## config.mk

```make
export PLATFORM = sky130hd
export DESIGN_NAME = mult_seq_hilo
export DESIGN_NICKNAME = d
export VERILOG_FILES = /design/src/rtl/mult_pkg.sv /design/src/rtl/mult_step_dp.sv /design/src/rtl/mult_seq_hilo.sv
export SDC_FILE = /design/constraint.sdc
export NUM_CORES = 1
export LEC_CHECK = 0
export ABC_CLOCK_PERIOD_IN_PS = 6870
export CORE_AREA = 4 4 141 143
export DETAILED_ROUTE_END_ITERATION = 8
export DIE_AREA = 0 0 145 147
export GPL_TIMING_DRIVEN = 0
export PLACE_DENSITY = 0.93
export RECOVER_POWER = 50
export SLEW_MARGIN = 10
export SYNTH_ARGS = -nofsm -noshare
export SYNTH_HDL_FRONTEND = slang
export SYNTH_SLANG_ARGS = --single-unit
```

## constraint.sdc

```tcl
create_clock -name clk -period 6.87 [get_ports clk]
set_input_delay 1.374 -clock clk [delete_from_list [all_inputs] [get_ports clk]]
set_output_delay 1.374 -clock clk [all_outputs]
set_load 0.05 [all_outputs]
```

## src/rtl/mult_pkg.sv

```systemverilog
// Shared types and helpers for the sequential HI/LO multiplier.
package mult_pkg;

  localparam int unsigned MULT_WIDTH = 32;
  localparam int unsigned MULT_STEPS = 32;

  typedef enum logic [1:0] {
    IDLE = 2'd0,
    RUN  = 2'd1,
    DONE = 2'd2
  } mult_state_e;

  // Magnitude of a two's-complement operand when signed; 0x80000000 maps to
  // itself, which is the correct unsigned magnitude.
  function automatic logic [MULT_WIDTH-1:0] neg_abs(
    input logic [MULT_WIDTH-1:0] v,
    input logic                  is_signed
  );
    return (is_signed && v[MULT_WIDTH-1]) ? (~v + MULT_WIDTH'(1)) : v;
  endfunction

endpackage

```

## src/rtl/mult_step_dp.sv

```systemverilog
// Single radix-2 shift-add step: conditional add into the upper accumulator,
// then shift {carry, acc_hi, mplier} right by one.
module mult_step_dp #(
  parameter int unsigned WIDTH = 32
) (
  input  logic [WIDTH-1:0] i_acc_hi,
  input  logic [WIDTH-1:0] i_mplier,
  input  logic [WIDTH-1:0] i_mcand,
  output logic [WIDTH-1:0] o_acc_hi,
  output logic [WIDTH-1:0] o_mplier
);

  logic [WIDTH:0] w_sum;

  // Add multiplicand when the current multiplier LSB is set, keep the carry,
  // and shift the combined register right.
  always_comb begin
    w_sum = {1'b0, i_acc_hi};
    if (i_mplier[0]) begin
      w_sum = w_sum + {1'b0, i_mcand};
    end
    o_acc_hi = w_sum[WIDTH:1];
    o_mplier = {w_sum[0], i_mplier[WIDTH-1:1]};
  end

endmodule

```

## src/rtl/mult_seq_hilo.sv

```systemverilog
// Sequential radix-2 shift-add multiplier producing a HI/LO split product
// for MULT/MULTU. Fixed 32-step latency by default; define
// MULT_EARLY_TERM_EN to finish as soon as the remaining multiplier bits are
// zero.
module mult_seq_hilo
  import mult_pkg::*;
#(
  parameter int unsigned WIDTH = MULT_WIDTH,
  parameter int unsigned CNT_W = 6
) (
  input  logic             clk,
  input  logic             reset,
  input  logic             start,
  input  logic             is_signed,
  input  logic [WIDTH-1:0] a,
  input  logic [WIDTH-1:0] b,
  output logic             busy,
  output logic             done,
  output logic [WIDTH-1:0] hi,
  output logic [WIDTH-1:0] lo
);

  mult_state_e        r_state;
  mult_state_e        w_state_next;
  logic [WIDTH-1:0]   r_mcand;
  logic [WIDTH-1:0]   r_mplier;
  logic [WIDTH-1:0]   r_acc;
  logic [WIDTH-1:0]   r_hi;
  logic [WIDTH-1:0]   r_lo;
  logic [CNT_W-1:0]   r_cnt;
  logic               r_neg;
  logic               w_take;
  logic               w_last;
  logic [WIDTH-1:0]   w_acc_next;
  logic [WIDTH-1:0]   w_mplier_next;
  logic [2*WIDTH-1:0] w_prod_raw;
  logic [2*WIDTH-1:0] w_prod;

  mult_step_dp #(.WIDTH(WIDTH)) u_step (
    .i_acc_hi (r_acc),
    .i_mplier (r_mplier),
    .i_mcand  (r_mcand),
    .o_acc_hi (w_acc_next),
    .o_mplier (w_mplier_next)
  );

`ifdef MULT_EARLY_TERM_EN
  logic [CNT_W-1:0] w_k;
  logic [CNT_W-1:0] w_shamt;
  logic [WIDTH-1:0] w_rem_mask;

  // After k steps the low WIDTH-k bits of the multiplier register are still
  // unconsumed; once they are zero the remaining steps only shift, so the
  // final value is the concatenation shifted by the steps left over.
  assign w_k        = r_cnt + CNT_W'(1);
  assign w_shamt    = CNT_W'(WIDTH) - w_k;
  assign w_rem_mask = {WIDTH{1'b1}} >> w_k;
  assign w_last     = (r_cnt == CNT_W'(MULT_STEPS - 1)) ||
                      ((w_mplier_next & w_rem_mask) == '0);
  assign w_prod_raw = {w_acc_next, w_mplier_next} >> w_shamt;
`else
  assign w_last     = (r_cnt == CNT_W'(MULT_STEPS - 1));
  assign w_prod_raw = {w_acc_next, w_mplier_next};
`endif

  assign w_prod = r_neg ? -w_prod_raw : w_prod_raw;
  assign hi     = r_hi;
  assign lo     = r_lo;

  // State register.
  always_ff @(posedge clk) begin
    if (reset) r_state <= IDLE;
    else       r_state <= w_state_next;
  end

  // Next-state decode and status outputs.
  always_comb begin
    w_state_next = r_state;
    w_take       = 1'b0;
    busy         = 1'b0;
    done         = 1'b0;
    case (r_state)
      IDLE: begin
        if (start) begin
          w_state_next = RUN;
          w_take       = 1'b1;
        end
      end
      RUN: begin
        busy = 1'b1;
        if (w_last) w_state_next = DONE;
      end
      DONE: begin
        done = 1'b1;
        if (start) begin
          w_state_next = RUN;
          w_take       = 1'b1;
        end else begin
          w_state_next = IDLE;
        end
      end
      default: w_state_next = IDLE;
    endcase
  end

  // Operand capture, per-step accumulation and result load on completion.
  always_ff @(posedge clk) begin
    if (reset) begin
      r_mcand  <= '0;
      r_mplier <= '0;
      r_acc    <= '0;
      r_cnt    <= '0;
      r_neg    <= 1'b0;
      r_hi     <= '0;
      r_lo     <= '0;
    end else if (w_take) begin
      r_mcand  <= neg_abs(a, is_signed);
      r_mplier <= neg_abs(b, is_signed);
      r_acc    <= '0;
      r_cnt    <= '0;
      r_neg    <= is_signed & (a[WIDTH-1] ^ b[WIDTH-1]);
    end else if (r_state == RUN) begin
      r_acc    <= w_acc_next;
      r_mplier <= w_mplier_next;
      r_cnt    <= r_cnt + CNT_W'(1);
      if (w_last) begin
        r_hi <= w_prod[2*WIDTH-1:WIDTH];
        r_lo <= w_prod[WIDTH-1:0];
      end
    end
  end

endmodule

```

==> flow_metrics.env <==
export IMPL_slowest_delay_ns=0.99
export IMPL_synth_seq_cells=169
export IMPL_via_per_inst=6.82
export IMPL_dp_hpwl_mm=31.9
export IMPL_final_setup_viol_count=0
export IMPL_status="complete, no violations"
export IMPL_p_int_mw=1.76
export IMPL_die_w_um=145
export IMPL_relSlewSlack_pct=4.92
export IMPL_cp_slowest_cell="a211oi_1"
export IMPL_clock_power_share_pct=36.0
export IMPL_synth_top_family_by_area="compound AO/OA/AOI/OAI gates"
export IMPL_cts_tree="done"
export IMPL_finalCritPeriodShare_pct=75.1
export IMPL_crit_path_end_kind="flop"
export IMPL_cts_max_level=4
export IMPL_ys_async_sr_fraction_pct=0
export IMPL_fin_tns_setup_ns=0
export IMPL_cap_violations=0
export IMPL_drv_slew=0
export IMPL_power_frac_seq_pct=39.6
export IMPL_synth_compound_area_share_pct=27.1
export IMPL_io_buffer_count=132
export IMPL_ir_drop_v=0.000188
export IMPL_syn_area_um2=11500
export IMPL_n_fill_cell=1391
export IMPL_drt_first_iter_violations=1953
export IMPL_synth_edff_count=0
export IMPL_grt_pass1_wl_mm=64.9
export IMPL_fin_skew_ns=0.0127
export IMPL_cp_required_ns=7.25
export IMPL_p_sw_share_pct=36.3
export IMPL_grt_use_total_pct=37.4
export IMPL_critPathTopFamily="compound AO/OA/AOI/OAI gates"
export IMPL_routed_via_count=13000
export IMPL_antenna_found_initial=0
export IMPL_syn_to_final_growth_pct=19.1
export IMPL_worst_pin_slew_ns=1.40
export IMPL_crit_type="reg -> reg"
export IMPL_clock_path_buffers=2
export IMPL_numClockSinks=169
export IMPL_finalNonFillerCells=1910
export IMPL_post_cts_resized=0
export IMPL_nNetsFinal=1766
export IMPL_yosysTopAreaCellShare_pct=29.5
export IMPL_rows=50
export IMPL_critPathArrivalTime_ns=5.54
export IMPL_cts_made_buffers=17
export IMPL_clock_latency_ns=0.44
export IMPL_hold_violations=0
export IMPL_drive_gt1_share_pct=4.24
export IMPL_wl_per_cell_um=21.8
export IMPL_dieArea_um2=21300
export IMPL_cp_max_fo=7
export IMPL_drt_wl_total_mm=41.7
export IMPL_period_minus_slack_ns=5.16
export IMPL_synth_cell_type_count=85
export IMPL_synth_xor_area_share_pct=9.09
export IMPL_synth_ff_type="dfxtp_1"
export IMPL_synth_adder_area_share_pct=4.10
export IMPL_postCtsSetupBuffers=0
export IMPL_grt_max_degree=21
export IMPL_max_freq_mhz=194
export IMPL_seq_area_frac_synth_pct=29.5
export IMPL_ys_warn_count=0
export IMPL_cts_root_buf="clkbuf_16"
export IMPL_synth_nets=1615
export IMPL_hold_path_class="reg -> reg"
export IMPL_gp_congestion=0.988
export IMPL_path_buf_inv=0
export IMPL_power_leakage_nw=4.89
export IMPL_die_height_um=147
export IMPL_placed_area_um2=13100
export IMPL_rsz0062_at_grt="false"
export IMPL_synthMuxAreaShare_pct=0.993
export IMPL_fin_area_um2=13700
export IMPL_cp_start_kind="flop"
export IMPL_clk_pin_slew_worst_paths_ns=0.08
export IMPL_grt_overflow=0
export IMPL_cts_hold_buf=0
export IMPL_path_cells="ha_1 > fa_1 > a211oi_1 > o21ai_1 > a2bb2oi_1 > mux2i_1 > a211oi_1 > nand4b_2 > o41ai_2 > a21boi_2 > mux2i_1 > a211o_1 > a21oi_1"
export IMPL_comb_power_share_pct=24.3
export IMPL_ios=134
export IMPL_drtAntennaViolNets=0
export IMPL_initial_utilization_pct=61.7
export IMPL_powerDensity_nw_per_um2=202
export IMPL_grt_pass1_vias=12100
export IMPL_core_um2=18600
export IMPL_netlist_instances=1510
export IMPL_synth_area_leaders="dfxtp_1 (30%), nor2_1 (6.7%), nand2_1 (6.6%)"
export IMPL_p_sw_mw=1.00
export IMPL_synth_area_leader_cell="dfxtp_1"
export IMPL_drc_errors=0
export IMPL_synthSimpleGateAreaFrac_pct=25.2
export IMPL_dp_cells=1876
export IMPL_syn_avg_cell_area_um2=7.59
export IMPL_dr_pass1_iters=6
## logic make-up (layout without fill, tap and decap cells)
family / after synthesis / after routing
AO/OA/AOI/OAI: 432 / 432
XOR/XNOR: 119 / 119
adder cells (fa/ha/maj): 37 / 37
buffers and inverters: 122 / 286
flip-flops: 169 / 169
multiplexers: 11 / 11
other: 0 / 2
AND/OR/NAND/NOR: 620 / 620
## flip-flops by register name, summed over array words and instances, names as in the netlist
name,cells
r_state,2
r_mplier,32
hi,32
lo,32
r_cnt,6
r_acc,32
r_mcand,32
r_neg,1
## layout make-up
type / count / area, um2 / area share (%)
multi-input combinational: 1219 / 7570 / 55.5
sequential: 169 / 3380 / 24.8
timing repair buffer: 132 / 1320 / 9.68
clock buffer: 17 / 425 / 3.12
buffer: 101 / 384 / 2.81
tap: 234 / 293 / 2.14
clock inverter: 15 / 190 / 1.39
inverter: 21 / 78.8 / 0.577
antenna: 2 / 5.00 / 0.0367
## worst min-delay path, stage by stage, from the launching register on
cell and delay (ns):
dfxtp_1 0.31, nand2_1 0.05, a21oi_1 0.05
## Yosys cell counts, types with 12 or more instances
| library cell | n |
|---|---|
| a211oi_1 | 83 |
| a21o_1 | 13 |
| a21oi_1 | 94 |
| a311oi_1 | 38 |
| a31oi_1 | 13 |
| buf_1 | 14 |
| clkbuf_1 | 84 |
| dfxtp_1 | 169 |
| ha_1 | 36 |
| inv_1 | 19 |
| nand2_1 | 202 |
| nand3_1 | 26 |
| nand4_1 | 25 |
| nor2_1 | 206 |
| nor3_1 | 34 |
| nor4_1 | 23 |
| o211ai_1 | 12 |
| o21ai_0 | 60 |
| o31ai_1 | 16 |
| o41ai_1 | 12 |
| or3_1 | 25 |
| xnor2_1 | 41 |
| xor2_1 | 78 |
## power by group through the flow
| stage | clock, mW | sequential [mW] | combinational (mW) |
|---|---|---|---|
| detailed placement | 0 | 1.11 | 0.641 |
| global placement | 0 | 1.11 | 0.624 |
| finish | 0.995 | 1.09 | 0.671 |
| CTS | 0.982 | 1.09 | 0.652 |
| global route | 1.02 | 1.10 | 0.718 |
| floorplan | 0 | 1.08 | 0.444 |
## metrics by stage
stage,util (%),hold slack [ns],setup slack [ns],power (mW)
after floorplan,-,0.441,2.96,1.53
after detailed placement,70.4,0.444,1.93,1.75
after CTS,73.7,0.453,2.37,2.72
final,73.5,0.449,1.71,2.76
after global routing,73.5,0.474,1.60,2.84
after global placement,70.4,0.439,2.08,1.73
## layout by cell type (no fill, tap or decap), types with 56 or more instances in the layout
cell type / n
a211oi_1: 85
a21oi_1: 94
clkbuf_1: 87
clkdlybuf4s50_1: 76
dfxtp_1: 169
dlygate4sd3_1: 56
nand2_1: 202
nor2_1: 206
o21ai_0: 60
xor2_1: 78
## routing by layer
metal  global-route usage, %  share of wire (%)  wire, um
met5                       0                  0         0
met4                    17.1                4.6      1930
met3                    7.62                 12      4940
met2                    59.3                 44     18400
met1                    49.5                 39     16400
## path summary, 6_finish.rpt
kind,startpoint,endpoint,slack (ns),cells past startpoint
max,r_mcand[0],hi[28],1.71,13
min,hi[17],hi[17],0.45,2
max reg2reg,r_mcand[0],hi[28],1.71,13
min reg2reg,hi[17],hi[17],0.45,2
Note: power is estimated with default switching activity, not from simulation.
